--- src/rtl/hazard_pkg.sv ---
// hazard_pkg: shared constants and types for the hazard scoreboard.
//   - default stage count, Tnew/Tuse width and MDU latencies
//   - entry_t: one tracked in-flight instruction {valid, dst, tnew}
//   - max2: small elaboration-time helper
package hazard_pkg;

  localparam int NSTAGE_DEF   = 3;
  localparam int TW_DEF       = 2;
  localparam int MULT_LAT_DEF = 5;
  localparam int DIV_LAT_DEF  = 10;

  // entry_t has a fixed tnew field; any TW up to this width is supported,
  // and narrower Tnew values are stored zero-extended.
  localparam int TNEW_MAX_W   = 4;

  typedef struct packed {
    logic                  valid;
    logic [4:0]            dst;
    logic [TNEW_MAX_W-1:0] tnew;
  } entry_t;

  function automatic int max2(input int a, input int b);
    return (a > b) ? a : b;
  endfunction

endpackage

--- src/rtl/mdu_busy_counter.sv ---
// mdu_busy_counter: countdown of the remaining multiply/divide busy cycles.
//   i_clk   - clock
//   i_rst_n - asynchronous active-low reset, aborts any operation in flight
//   i_start - load the counter this edge (mult/div leaves D)
//   i_div   - 1 selects DIV_LAT, 0 selects MULT_LAT
//   o_busy  - counter is non-zero
module mdu_busy_counter
  import hazard_pkg::*;
#(
  parameter int MULT_LAT = MULT_LAT_DEF,
  parameter int DIV_LAT  = DIV_LAT_DEF
) (
  input  logic i_clk,
  input  logic i_rst_n,
  input  logic i_start,
  input  logic i_div,
  output logic o_busy
);

  localparam int CW = $clog2(max2(MULT_LAT, DIV_LAT) + 1);

  logic [CW-1:0] r_cnt;

  always_ff @(posedge i_clk or negedge i_rst_n) begin
    if (!i_rst_n)
      r_cnt <= '0;
    else if (i_start)
      r_cnt <= i_div ? CW'(DIV_LAT) : CW'(MULT_LAT);
    else if (r_cnt != '0)
      r_cnt <= r_cnt - CW'(1);
  end

  assign o_busy = (r_cnt != '0);

endmodule

--- src/rtl/hazard_scoreboard.sv ---
// hazard_scoreboard: Tnew/Tuse data-hazard tracker for the D stage.
// Tracks the destinations of the NSTAGE instructions after D (entry 1 = E,
// entry NSTAGE = oldest), decides whether D must stall and from which stage
// each D source should be forwarded, and blocks MDU users while the
// multiply/divide unit is busy.
//   clk, reset           - clock, asynchronous active-low reset
//   d_valid              - D holds a real instruction
//   d_rs, d_rt           - D source registers
//   d_tuse_rs, d_tuse_rt - cycles until D needs each source
//   d_dst, d_tnew        - D destination (0 = none) and its result latency
//   d_md_start, d_md_div - D starts a mult (div when d_md_div)
//   d_mdu_use            - D touches the MDU (mult/div/mfhi/mflo/mthi/mtlo)
//   flush                - kill all tracked entries on this edge
//   stall                - hold F/D, bubble into E
//   fwd_rs, fwd_rt       - 0 = register file, k = forward from stage k
//   mdu_busy             - MDU still counting down
module hazard_scoreboard
  import hazard_pkg::*;
#(
  parameter int NSTAGE   = NSTAGE_DEF,
  parameter int TW       = TW_DEF,
  parameter int MULT_LAT = MULT_LAT_DEF,
  parameter int DIV_LAT  = DIV_LAT_DEF
) (
  input  logic                         clk,
  input  logic                         reset,
  input  logic                         d_valid,
  input  logic [4:0]                   d_rs,
  input  logic [4:0]                   d_rt,
  input  logic [TW-1:0]                d_tuse_rs,
  input  logic [TW-1:0]                d_tuse_rt,
  input  logic [4:0]                   d_dst,
  input  logic [TW-1:0]                d_tnew,
  input  logic                         d_md_start,
  input  logic                         d_md_div,
  input  logic                         d_mdu_use,
  input  logic                         flush,
  output logic                         stall,
  output logic [$clog2(NSTAGE+1)-1:0]  fwd_rs,
  output logic [$clog2(NSTAGE+1)-1:0]  fwd_rt,
  output logic                         mdu_busy
);

  localparam int FW = $clog2(NSTAGE + 1);

  entry_t [NSTAGE:1] r_ent;

  logic          w_conf_rs, w_conf_rt;
  logic [FW-1:0] w_fwd_rs, w_fwd_rt;
  logic          w_busy, w_stall, w_md_load;

  // Walk from oldest to youngest so a younger match overwrites an older one:
  // the lowest-numbered matching entry alone decides conflict and forward.
  always_comb begin
    w_conf_rs = 1'b0;
    w_conf_rt = 1'b0;
    w_fwd_rs  = '0;
    w_fwd_rt  = '0;
    for (int k = NSTAGE; k >= 1; k--) begin
      if (r_ent[k].valid && (r_ent[k].dst == d_rs) && (d_rs != 5'd0)) begin
        w_conf_rs = (r_ent[k].tnew > TNEW_MAX_W'(d_tuse_rs));
        w_fwd_rs  = (r_ent[k].tnew == '0) ? FW'(k) : '0;
      end
      if (r_ent[k].valid && (r_ent[k].dst == d_rt) && (d_rt != 5'd0)) begin
        w_conf_rt = (r_ent[k].tnew > TNEW_MAX_W'(d_tuse_rt));
        w_fwd_rt  = (r_ent[k].tnew == '0) ? FW'(k) : '0;
      end
    end
  end

  assign w_stall   = d_valid & (w_conf_rs | w_conf_rt | (d_mdu_use & w_busy));
  assign w_md_load = d_md_start & d_valid & ~w_stall;

  // Entries advance every cycle regardless of stall; a stall only turns the
  // entry-1 load into a bubble. tnew saturates at 0 as it ages.
  always_ff @(posedge clk or negedge reset) begin
    if (!reset) begin
      r_ent <= '0;
    end else begin
      r_ent[1].valid <= d_valid & ~w_stall & (d_dst != 5'd0) & ~flush;
      r_ent[1].dst   <= d_dst;
      r_ent[1].tnew  <= TNEW_MAX_W'(d_tnew);
      for (int k = 2; k <= NSTAGE; k++) begin
        r_ent[k].valid <= r_ent[k-1].valid & ~flush;
        r_ent[k].dst   <= r_ent[k-1].dst;
        r_ent[k].tnew  <= (r_ent[k-1].tnew == '0) ? '0
                                                  : r_ent[k-1].tnew - TNEW_MAX_W'(1);
      end
    end
  end

  // flush is deliberately not routed here: an MDU operation in flight finishes.
  mdu_busy_counter #(
    .MULT_LAT (MULT_LAT),
    .DIV_LAT  (DIV_LAT)
  ) u_mdu (
    .i_clk   (clk),
    .i_rst_n (reset),
    .i_start (w_md_load),
    .i_div   (d_md_div),
    .o_busy  (w_busy)
  );

  assign stall    = w_stall;
  assign fwd_rs   = w_fwd_rs;
  assign fwd_rt   = w_fwd_rt;
  assign mdu_busy = w_busy;

endmodule

--- config.mk ---
export PLATFORM = sky130hd
export DESIGN_NAME = hazard_scoreboard
export DESIGN_NICKNAME = d
export VERILOG_FILES = /design/src/rtl/hazard_pkg.sv /design/src/rtl/mdu_busy_counter.sv /design/src/rtl/hazard_scoreboard.sv
export SDC_FILE = /design/constraint.sdc
export NUM_CORES = 1
export LEC_CHECK = 0
export CELL_PAD_IN_SITES_DETAIL_PLACEMENT = 0
export CELL_PAD_IN_SITES_GLOBAL_PLACEMENT = 1
export CORE_ASPECT_RATIO = 1.5
export CORE_UTILIZATION = 44
export DETAILED_ROUTE_END_ITERATION = 10
export GPL_TIMING_DRIVEN = 1
export PLACE_DENSITY_LB_ADDON = 0.12
export SLEW_MARGIN = 20
export SYNTH_ARGS = -nofsm -noshare
export SYNTH_HDL_FRONTEND = slang
export SYNTH_SLANG_ARGS = --single-unit
--- constraint.sdc ---
create_clock -name clk -period 3.23 [get_ports clk]
set_input_delay 0.4845 -clock clk [delete_from_list [all_inputs] [get_ports clk]]
set_output_delay 0.4845 -clock clk [all_outputs]
set_load 0.02 [all_outputs]
==> key figures, run 1 <==
Run status
  – Status: completed

Synthesis
  – Top_reg_cell synth: dfrtp_1
  – Synth async-reset ratio: 100.0%
  – Synth area leaders: dfrtp_1, ha_1, xnor2_1
  – Largest family of logic cells by synthesized area: simple AND/OR/NAND/NOR gates
  – Post-Synth Simple-Gate Area: 19.18%
  – Dominant cell type by area after synthesis: dfrtp_1
  – Mapped Nets: 220
  – Post-synth EDFFs: 0
  – Post-synthesis register bit count: 31
  – Synthesized area: approximately 1900 sq um
  – Cells after Synth: 176
  – Yosys top cell area share: ~42%
  – Multiplexer share of the synthesized area: 3.890%
  – Cell with the most instances after synthesis: dfrtp_1
  – Commonest cells in the netlist: dfrtp_1, xnor2_1, ha_1, nand2_1, xor2_1
  – Compound-cell area share of the yosys netlist: 7.176%
  – Sequential share of the synthesized area: between 40 and 50%
  – Post-synth cell types: 34
  – Synthesis Warnings: 0
  – Synth Area in XOR/XNOR: 15.02%
  – Avg Inst Size Synth: 10.60 sq um
  – Post-Synth Adder-Cell Area: 10.73%

Floorplan
  – Cell Rows: 28
  – Die Width: 55.17 um
  – Core Region: approximately 4000 sq um
  – Die area: 4510 sq um
  – Die Ht: 81.75 um
  – Initial core utilization: 46.71%
  – Io pins: 34

CTS
  – Clock buffer depth: 2
  – H-tree lvl count: 2
  – Root Buffer: clkbuf_8
  – CTS Sinks: 31
  – Worst-Skew Late Latency: 0.28 ns
  – Hold_buf cts: 0
  – CTS clk-pin slew, worst paths: 0.06 ns
  – TritonCTS clock tree: built
  – Total CTS buffers: 5

Layout
  – Final Non-Filler Cells: 285
  – Fillers: 360
  – Area growth syn-to-layout: 34.14%
  – Nets: ~280
  – Layout cell share with drive strength beyond 1: 18.75%
  – # diodes: 0
  – Final core utilization: between 60% and 70%

Timing
  – Slew Viols, Final: 0
  – Final Critical Period: 3.025 ns
  – Final hold vios: 0
  – Unrepaired setup endpoints after global routing: false
  – Tcrit/Tclk final: 93.66%
  – Setup violations, final: 0
  – Clock Skew: 0.005187 ns
  – Slew @ Worst Pin: 0.5118 ns
  – Achievable clock frequency: 330.5 MHz
  – Max transition margin: 65.57%

Drt
  – Via Count: 1443
  – DR WL/cell: between 10 and 15 um
  – Routed vias/inst: 5.063
  – Routed WL: roughly 4200 um
  – # DRC: 0
  – Antenna-violating nets left: 0
  – 1st-pass router iterations: 4
  – Initial detailed-routing violation count: 13

Power and ir drop
  – Comb pwr share: 28.4%
  – P_leak: about 1.1 nW
  – Pint: 763.4 uW
  – Net switching power: 329.0 uW
  – Sequential Power Share: 43.3%
  – Clock share of power: 28.3%
  – Switching Fraction: 30.12%
  – Power per cell area: 436.6 nW/um^2
  – Maximum VDD drop: 0.3983 mV

Setup path
  – Critical path type: in -> out
  – Critical-path maximum fanout: 2
  – Critical Path AT: 2.54 ns
  – Critical Path RT: ~2.8 ns
  – Critical Path End Type: output pin
  – Startpoint types: primary input

Run
  – Max_cap viols: 0

GRT
  – Largest net degree at the start of global routing: 32
  – Global-route wire length before repair: 6831 um
  – GRT overflow: 0
  – Initial antenna violation count: 0
  – GRT Overall Usage: 22.12%
  – Vias in the first global route: 1543

Place
  – Port Buf Inserts: 33
  – Dpl hpwl: about 3500 um
  – Placed insts: 278
  – Gpl congestion: 0.7709

Hold path
  – Worst min-delay path category: reg -> reg
## sequential cells by signal, indices dropped and copies added, names as in the netlist
name         cells
r_ent           27
u_mdu.r_cnt      4
## final timing paths
check                            endpoint       from  cells after the start  slack [ns]
setup / recovery                    stall    d_rs[3]                      9        0.20
hold / removal                  r_ent[28]  r_ent[18]                      0        0.44
setup reg to reg           u_mdu.r_cnt[3]  r_ent[15]                      8        0.86
min in group asynchronous       r_ent[22]      reset                      2        0.60
max in group asynchronous  u_mdu.r_cnt[1]      reset                      2        2.33
hold reg to reg                 r_ent[28]  r_ent[18]                      0        0.44
## cell type report
cell class                      count  area, sq um  share of cell area, %
Clock buffer                        6        82.58                  3.300
Sequential cell                    31        775.7                  31.00
Timing Repair Buffer               57        493.0                  19.70
Multi-Input combinational cell    134         1049                  41.90
Tap cell                           45        56.30                  2.250
Inverter                           11        41.29                  1.650
Clock inverter                      1        5.005                 0.2000
## cells by family (layout without fill, tap and decap cells)
kind of cell | after synthesis | in the layout
xor+xnor | 32 | 32
other cells | 1 | 1
buf+inv | 11 | 75
simple gates | 57 | 57
mux | 7 | 7
flops | 31 | 31
fa+ha+maj | 16 | 16
compound gates | 21 | 21
## placed cells by master, fill, tap and decap left out, types with 2 or more instances in the layout
cell and instances:
a21oi_1 10, buf_4 24, clkbuf_2 2, clkbuf_8 6, clkdlybuf4s50_1 28, dfrtp_1 31
dlygate4sd2_1 2, ha_1 16, inv_1 11, mux2_1 2, mux2i_1 5, nand2_1 15
nand3_1 3, nand4_1 4, nor2_1 9, nor2b_1 8, nor3_1 2, nor4_1 4
o21ai_0 5, or4_4 2, xnor2_1 19, xor2_1 13
## stage by stage
step                      TNS [ns]  hold WS, ns  total power [mW]  area (sq um)  setup slack [ns]
after floorplan                  0       0.1889            0.6604          1866            0.6524
final                            0       0.4359             1.092          2502            0.2047
after global placement     -0.7549       0.4198            0.7696          2432           -0.2347
after global routing             0       0.4504             1.161          2502           0.03840
after CTS                        0       0.4412             1.108          2516           0.04536
after detailed placement   -0.7935       0.4204            0.7943          2432           -0.2745
## per-layer routing
layer | track usage (%) | vias up | routed length, um
met5 | 0 | - | 0
met4 | 6.750 | 0 | 39
met3 | 5.556 | 4 | 140
met2 | 41.45 | 27 | 2482
met1 | 22.89 | 683 | 1585
li1 | - | 729 | -
## critical path, stage by stage
cell	delay, ns
clkdlybuf4s50_1	0.43
xor2_1	0.17
nor4_1	0.39
nand3_1	0.16
a211o_1	0.29
a21oi_1	0.20
nor2_1	0.10
nor2b_1	0.13
buf_2	0.18
## power by group through the flow
stage	sequential [mW]	combinational, mW	clock (mW)
3_3_place_gp	0.477	0.292	0
4_1_cts	0.474	0.317	0.317
6_report	0.473	0.310	0.310
3_5_place_dp	0.482	0.313	0
5_1_grt	0.480	0.347	0.334
2_1_floorplan	0.471	0.190	0
## timing repair
| action | in CTS | in global routing |
|---|---|---|
| setup endpoints to repair | 5 | 3 |
| buffers inserted | 0 | 0 |
| pin swaps | 0 | 1 |
| endpoints found under the hold margin | 0 | 0 |
| gates resized for setup | 7 | 5 |
(Power assumes the default switching activity.)
==> run 2: changes to the inputs <==
CAP_MARGIN = 25   (was default)
==> results of run 2 <==
No change in the layout: final DEF, timing and power equal those of run 1.
==> run 3: changes to the inputs <==
PLACE_DENSITY = 0.95   (was default)
PLACE_DENSITY_LB_ADDON = default   (was 0.12)
TNS_END_PERCENT = 100   (was default)
==> run 3 against run 2 <==
  * Die area unchanged
  * Routed wire length decreased by 6.2%
  * Global-route usage down 0.93 points
  * Fmax shrank 2.7%
  * Clock-buffer cell count is 2 higher
  * Combinational power barely moved
  * Cell count grew 0.35%
  * Sequential share of layout area shrank 0.23 points
  * Non-clock buffer count is the same
  * Largest cell class unchanged
==> key figures, run 3 (synthesis results as in run 1) <==
Run status
  – Status: completed

Power and ir drop
  – Maximum VDD drop: 0.3553 mV (-11%)
  – Power per cell area: 441.7 nW/um^2 (+1.2%)
  – P_leak: 1.141 nW (+0.63%)

Drt
  – 1st-pass router iterations: 4 (unchanged)
  – Antenna-violating nets left: 0 (unchanged)
  – # DRC: 0 (unchanged)
  – DR WL/cell: 13.93 um (-6.5%)
  – Initial detailed-routing violation count: 13 (unchanged)
  – Routed WL: 3985 um (-6.2%)
  – Routed vias/inst: 5.063 (about the same)
  – Via Count: 1448 (+0.35%)

Setup path
  – Critical Path RT: 2.75 ns (about the same)
  – Critical Path AT: 2.63 ns (+0.09 ns)
  – Critical Path End Type: output pin
  – Critical-path maximum fanout: 5 (+3)
  – Startpoint types: primary input
  – Critical path type: in -> out
  – R2R cell count: 8 (unchanged)
  – Reg2Reg Setup Slack: 0.88 ns (+0.02 ns)
  – FF-to-FF Start: r_ent[15]
  – R2R Path End: u_mdu.r_cnt[3]

Timing
  – Setup TNS: 0 ns (unchanged)
  – Tcrit/Tclk final: 96.31% (+2.6 points)
  – Achievable clock frequency: 321.5 MHz (-2.7%)
  – Worst hold slack: 0.4342 ns (-0.001676 ns)
  – Unrepaired setup endpoints after global routing: true
  – Setup violations, final: 0 (unchanged)
  – Final Critical Period: 3.111 ns (+0.08550 ns)
  – Clock Skew: 0.003088 ns (-0.002099 ns)
  – Slew Viols, Final: 0 (unchanged)
  – Final hold vios: 0 (unchanged)

Layout
  – Nets: 284 (unchanged)
  – # diodes: 0 (unchanged)
  – Max FFs per register: 27 (unchanged)
  – Most common cell after layout, fill and taps aside: dfrtp_1
  – Fillers: 346 (-3.9%)
  – Multi-input logic area: 1049 sq um (unchanged)
  – Regs by FF count: r_ent: 27 flops, u_mdu.r_cnt: 4 flops
  – Top reg by flops: r_ent
  – Layout cell share with drive strength beyond 1: 18.26% (-0.49 points)
  – Area growth syn-to-layout: 35.14%
  – Reg area: 775.7 sq um (unchanged)
  – Most frequent cells in the layout: dfrtp_1, clkdlybuf4s50_1, buf_4

GRT
  – Grt peak-use layer: met2
  – Largest net degree at the start of global routing: 32 (unchanged)
  – Global-route wire length before repair: 6651 um (-2.6%)
  – Vias in the first global route: 1510 (-2.1%)
  – M2 GR Usage: 35.90% (-5.5 points)
  – Initial antenna violation count: 0 (unchanged)
  – GRT Overall Usage: 21.20% (-0.93 points)
  – Met1 usage in global routing: 25.59% (+2.7 points)
  – GRT overflow: 0 (unchanged)
  – GR Layer Usage met3: 4.630% (-0.93 points)

CTS
  – H-tree lvl count: 2 (unchanged)
  – Clock buffer depth: 2 (unchanged)
  – CTS clk-pin slew, worst paths: 0.06 ns (about the same)
  – CTS Sinks: 31 (unchanged)
  – TritonCTS clock tree: built
  – Total CTS buffers: 5 (unchanged)
  – Root Buffer: clkbuf_8
  – Worst-Skew Late Latency: 0.28 ns (about the same)

Hold path
  – Hold Path Sink: r_ent[26]
  – Worst min-delay path category: reg -> reg
  – Hold depth: 0 (unchanged)
  – Start point of the worst hold path: r_ent[16]

Run
  – Max_cap viols: 0 (unchanged)

Place
  – Port Buf Inserts: 33 (unchanged)
  – Gpl congestion: 0.7565 (-1.9%)
  – Dpl hpwl: 3224 um (-8.6%)

Floorplan
  – Die Ht: 81.75 um (unchanged)
  – Core Region: 3994 sq um (unchanged)
  – Initial core utilization: 46.71% (unchanged)
  – Die area: 4510 sq um (unchanged)
  – Cell Rows: 28 (unchanged)
  – Die Width: 55.17 um (unchanged)
  – Io pins: 34 (unchanged)
[run 3: changes by cell type in the layout (fill, tap and decap cells not counted), sizes merged]
cell,before,now
clkinv,1,0
dlygate4sd2,2,3
clkbuf,8,9
[run 3: metal layers]
layer	vias to the layer above	routed length [um]	share of wire, %
li1	731	-	-
met1	684	1679	42
met2	26	2123	53
met3	7	119	3.0
met4	0	62	1.6
met5	-	0	0
[run 3: repair_timing]
item,CTS,global route
buffers inserted,0,1
endpoints found under the setup margin,5,2
pin swaps,0,2
resized for setup,7,5
hold buffers,0,0
[run 3: cell type report]
class	instances	share of cell area, %
clock buffer	8	3.970
inverter	11	1.638
multi-input combinational	134	41.59
sequential	31	30.77
tap	45	2.233
timing repair buffer	57	19.80
[run 3: report_power, final]
| group | switching [mW] | internal (mW) | leakage (nW) |
|---|---|---|---|
| sequential | 0.0382 | 0.435 | 0.372 |
| clock | 0.139 | 0.194 | 0.0515 |
| combinational | 0.146 | 0.162 | 0.718 |
[run 3: worst max-delay path by stage]
stage | startpoint | to | cells after the start
after floorplan | d_tuse_rt[1] | stall | 9
after global placement | d_tuse_rt[1] | stall | 11
after detailed placement | d_tuse_rt[1] | stall | 11
after CTS | d_tuse_rt[1] | stall | 11
after global routing | d_tuse_rt[1] | stall | 11
final | d_rt[1] | fwd_rt[0] | 8
[run 3: stage by stage]
stage	util [%]	cells	area [sq um]	setup slack [ns]	total power, mW
after CTS	63.13	285	2521	-0.06000	1.123
final	63.13	286	2521	0.1192	1.114
after global routing	63.13	286	2521	-0.01489	1.186
after global placement	60.71	277	2425	-0.3267	0.7717
after floorplan	-	176	1866	0.6524	0.6604
after detailed placement	60.71	277	2425	-0.3687	0.7856
[run 3: worst max-delay path, cell delays in order]
cell             delay (ns)
clkdlybuf4s50_1        0.51
or4_4                  0.61
nor2_8                 0.15
nor2_1                 0.07
nor4_1                 0.17
nand2_1                0.11
mux2i_1                0.17
dlygate4sd2_1          0.35
==> patch 1, RTL diff (settings of run 3) <==
Set the package constant `MULT_LAT_DEF` to 6 (it was 5).
--- a/src/rtl/hazard_pkg.sv
+++ b/src/rtl/hazard_pkg.sv
@@ -6,7 +6,7 @@
 
   localparam int NSTAGE_DEF   = 3;
   localparam int TW_DEF       = 2;
-  localparam int MULT_LAT_DEF = 5;
+  localparam int MULT_LAT_DEF = 6;
   localparam int DIV_LAT_DEF  = 10;
 
   // entry_t has a fixed tnew field; any TW up to this width is supported,
Formal check against the unedited RTL: not equivalent (Yosys sat finds a counterexample within 10 cycles, from zero or initial values and one cycle with reset low).
==> patch 1 against run 3 <==
- largest cell class unchanged
- routed wire length grew 2.6%
- power grew 4.8%
- sequential cell count is the same
- highest routed layer unchanged
- design area grew 1.1%
- core utilization grew 1.3 points
- synthesized area shrank 2.9%
- sequential power is essentially flat
- setup slack lost 16 ps
- worst hold slack gained 4.3 ps
- final cell count grew 0.35%
- non-clock buffer count grew 3
==> patch 1: results (changes against run 3) <==
Placed Cells=279 (+0.72%); global-route wire length before repair=6.679 mm (+0.42%); GPL Wtd Cong=0.8878 (+17%); met1 GRT Util=25.15% (-0.44 points); Layout Cells excl Fill=287 (+0.35%); crit-path leading delay family=buffers and inverters; R2R Setup Slk=750 ps (-130 ps); fraction of layout cells with a size suffix above 1=20.25% (+2.0 points); 1st-iter DRT viols=14 (+1); Worst Hold Margin=438.5 ps (+4.299 ps); outcome=finished clean; wire per inst=14.25 um (+2.3%); Net Sw Power=0.0003214 W (-0.44%); dpl ws=-341.2 ps (+27.45 ps); Max stage delay on crit path=560 ps (-50 ps); average cell area after synthesis=10.41 um^2 (-1.8%); worst vdd ir=0.4693 mV (+32%); filler instances=324 (-6.4%); Worst-path clk slew=70 ps; slowest CP cell=clkdlybuf4s50_1; hold path startpoint=r_ent[6]; Area after DPL=0.002401 mm^2 (-0.98%); via count=1,462 (+0.97%); Multi-input gate area=0.001037 mm^2 (-1.1%); endpoint of the worst hold path=r_ent[16]; Worst Path Arrival=2640 ps (about the same); P_leak=1.160 nW (+1.6%); grt met2 use=38.78% (+2.9 points); synth top area cells=dfrtp_1 43%, ha_1 11%, xnor2_1 10%; most instantiated cells after synthesis=31 x dfrtp_1, 21 x xnor2_1, 18 x nand2_1; dpl hpwl=3.337 mm (+3.5%); met3 Usage GRT=2.841% (-1.8 points); Critical Path Fanout Max=4 (-1); GRT Overall Usage=21.74% (+0.55 points); R2R Path Start=r_ent[14]; Yosys cell types=32 (-5.9%); Setup Skew=5.722 ps (+2.634 ps); post-synthesis sequential area ratio=42.82% (+1.2 points)
patch 1: how the worst max path moves through the flow:
stage          depth (start not counted)    start        end  slack [ps]
2_1_floorplan                          6  d_rt[1]      stall         730
3_3_place_gp                           9  d_rt[2]      stall        -310
3_5_place_dp                           9  d_rt[2]      stall        -340
4_1_cts                                8  d_rs[4]  fwd_rs[0]        -170
5_1_grt                                9  d_rt[2]      stall          10
6_report                               9  d_rs[0]      stall         100
patch 1: logic make-up (layout without fill, tap and decap cells):
group                      count (synthesis)  count (layout)  synth area share, %
other                                      1               1               0.2070
adders and majority gates                 16              16                11.05
AOI/OAI and AO/OA                         20              20                7.251
and+or+nand+nor                           60              60                18.65
muxes                                      4               4                2.486
xor gates and xnor gates                  32              32                15.47
DFF                                       31              31                42.82
buffers and inverters                     10              78                2.072
patch 1: power groups by stage:
stage | clock network, W | registers, W | logic [W]
6_report | 0.000389 | 0.000472 | 0.000306
5_1_grt | 0.000414 | 0.000477 | 0.000347
4_1_cts | 0.000395 | 0.000473 | 0.000311
3_5_place_dp | 0 | 0.000480 | 0.000307
3_3_place_gp | 0 | 0.000478 | 0.000297
2_1_floorplan | 0 | 0.000470 | 0.000187
patch 1: per-layer routing:
layer | vias to the layer above | part of all wire (%)
li1 | 732 | -
met1 | 695 | 39
met2 | 27 | 57
met3 | 8 | 2.1
met4 | 0 | 1.9
met5 | - | 0
patch 1: cell type report:
type,instances,share of cell area (%)
Sequential cell,31,30.44
Timing Repair Buffer,60,20.57
Tap cell,45,2.209
Clock inverter,2,1.375
Inverter,10,1.473
Multi-Input combinational cell,133,40.70
Clock buffer,6,3.240
patch 1: timing repair:
action / CTS / global route
endpoints found under the hold margin: 0 / 0
hold buffers: 0 / 0
setup buffers: 0 / 0
resized for setup: 11 / 4
cloned: 0 / 0
endpoints found under the setup margin: 5 / 2
==> patch 2, RTL diff (settings of run 3) <==
Made on the original files. Add an input register stage for `d_md_div`, with the module's reset; this delays it by one clock. The other inputs are not delayed to match.
--- a/src/rtl/hazard_scoreboard.sv
+++ b/src/rtl/hazard_scoreboard.sv
@@ -42,6 +42,16 @@
 );
 
   localparam int FW = $clog2(NSTAGE + 1);
+
+  logic d_md_div_q;
+
+  always_ff @(posedge clk or negedge reset) begin
+    if (!reset) begin
+      d_md_div_q <= '0;
+    end else begin
+      d_md_div_q <= d_md_div;
+    end
+  end
 
   entry_t [NSTAGE:1] r_ent;
 
@@ -97,7 +107,7 @@
     .i_clk   (clk),
     .i_rst_n (reset),
     .i_start (w_md_load),
-    .i_div   (d_md_div),
+    .i_div   (d_md_div_q),
     .o_busy  (w_busy)
   );
 
Formal check against the unedited RTL: not equivalent (a bounded check fails within 10 cycles, from zero or initial values and one cycle with reset low).
==> patch 2 against run 3 <==
- setup slack worse by 50 ps
- synthesized area is 1.3% higher
- sequential cell count is 1 higher
- combinational power hardly changed
- critical path depth stayed put
- routed wire length is 0.90% lower
- design area is 0.69% higher
- power is 2.8% lower
- worst hold slack better by 3.0 ps
- sequential share of layout area is 0.77 points higher
- clock power is 14% lower
==> patch 2: results (changes against run 3) <==
global-route wire length before repair=6.541 mm (-1.7%); Worst Hold Margin=437.2 ps (+3.022 ps); Worst-Skew Late Latency=between 200 and 300 ps; root buffer cell=clkbuf_8; slowest CP cell=or4_4; met3 Usage GRT=3.894% (-0.74 points); hold path startpoint=r_ent[5]; Hold Path Depth=0 (unchanged); met1 GRT Util=21.76% (-3.8 points); number of global-route vias before repair=1,485 (-1.7%); initial antenna violation count=0 (unchanged); Setup Skew=6.597 ps (+3.509 ps); Hold Crit Class=register to register; Yosys cell types=34 (unchanged); Synthesized Nets=221 (+0.45%); drt first pass iters=4 (unchanged); R2R Setup Slk=950 ps (+70 ps); Synth Area in XOR/XNOR=14.82% (-0.20 points); P_leak=1.139 nW (-0.16%); largest net degree at the start of global routing=33 (+3.1%); wire per inst=13.81 um (-0.90%); Area after DPL=0.002450 mm^2 (+1.0%); busiest grt layer=met2; post-synthesis sequential area ratio=42.36% (+0.77 points); filler instances=317 (-8.4%); post-synthesis mux area share=3.839% (-0.051 points); GRT Overall Usage=18.97% (-2.2 points); endpoint of the worst hold path=r_ent[15]; worst-case reg-to-reg path depth=8 (unchanged); Synth Area in Adders=10.59% (-0.14 points); NumNets Final=285 (+0.35%); dpl hpwl=3.095 mm (-4.0%); worst vdd ir=0.3602 mV (+1.4%); Synth Area in Compound Gates=7.081% (-0.095 points); most instantiated cells after synthesis=32 x dfrtp_1, 19 x xnor2_1, 16 x ha_1; RR Endpoint=u_mdu.r_cnt[3]; synth top area cells=dfrtp_1 42%, ha_1 11%, xnor2_1 8.8%; Util after Layout=63.01% (-0.11 points); grt met2 use=34.70% (-1.2 points); R2R Path Start=r_ent[15]; dpl ws=-460.4 ps (-91.71 ps); # diodes=0 (unchanged); crit-path leading delay family=simple AND/OR/NAND/NOR gates; outcome=finished clean; GPL Wtd Cong=0.7872 (+4.1%); Post-synth top flop=dfrtp_1; 1st-iter DRT viols=28 (+15); Vias/cell=5.077 (+0.28%); fraction of layout cells with a size suffix above 1=18.26% (unchanged); Critical Path Fanout Max=5 (unchanged); Regs by FF count=r_ent x27, u_mdu.r_cnt x4, d_md_div_q x1; Worst Path Arrival=2680 ps (+50 ps)
[patch 2: metrics by stage]
stage               power [W]  std cells
floorplan           0.0006730        177
global placement    0.0007846        278
detailed placement  0.0007963        278
CTS                  0.001086        285
global route         0.001152        286
finish               0.001083        286
[patch 2: repair_timing]
| action | 4_1_cts | 5_1_grt |
|---|---|---|
| setup endpoints to repair | 5 | 3 |
| hold buffers | 0 | 0 |
| buffers inserted | 0 | 1 |
| pin swaps | 1 | 2 |
| resized for setup | 8 | 7 |
| endpoints found under the hold margin | 0 | 0 |
[patch 2: how the worst max path moves through the flow]
stage / startpoint / endpoint / slack [ps] / depth (start not counted)
3_5_place_dp: d_tuse_rt[1] / stall / -460 / 11
2_1_floorplan: d_tuse_rt[1] / stall / 650 / 9
6_report: d_rt[1] / fwd_rt[0] / 70 / 8
3_3_place_gp: d_tuse_rt[1] / stall / -340 / 11
4_1_cts: d_tuse_rt[1] / stall / -90 / 11
5_1_grt: d_rt[1] / fwd_rt[0] / 2 / 8
[patch 2: layer usage]
metal	up-vias	wire [um]
met5	-	0
met4	0	72
met3	6	147
met2	28	2061
met1	686	1668
li1	732	-
[patch 2: final cells by class]
type / instances / area share [%]
inverter: 11 / 1.626
clock buffer: 6 / 2.859
timing repair buffer: 57 / 19.71
sequential: 32 / 31.54
clock inverter: 1 / 0.1971
multi-input combinational: 134 / 41.84
tap: 45 / 2.218
[patch 2: cells by family after synthesis]
kind of cell / count (synthesis)
AO/OA/AOI/OAI: 21
multiplexers: 7
AND/OR/NAND/NOR: 57
other: 1
adder cells (fa/ha/maj): 16
XOR/XNOR: 32
buffers and inverters: 11
flip-flops: 32
[patch 2: where the power goes]
part | total (W) | internal [W] | leakage, nW | switching [W]
Clock | 0.000288 | 0.000146 | 0.0410 | 0.000142
Sequential | 0.000487 | 0.000448 | 0.384 | 0.0000389
Combinational | 0.000308 | 0.000162 | 0.715 | 0.000146
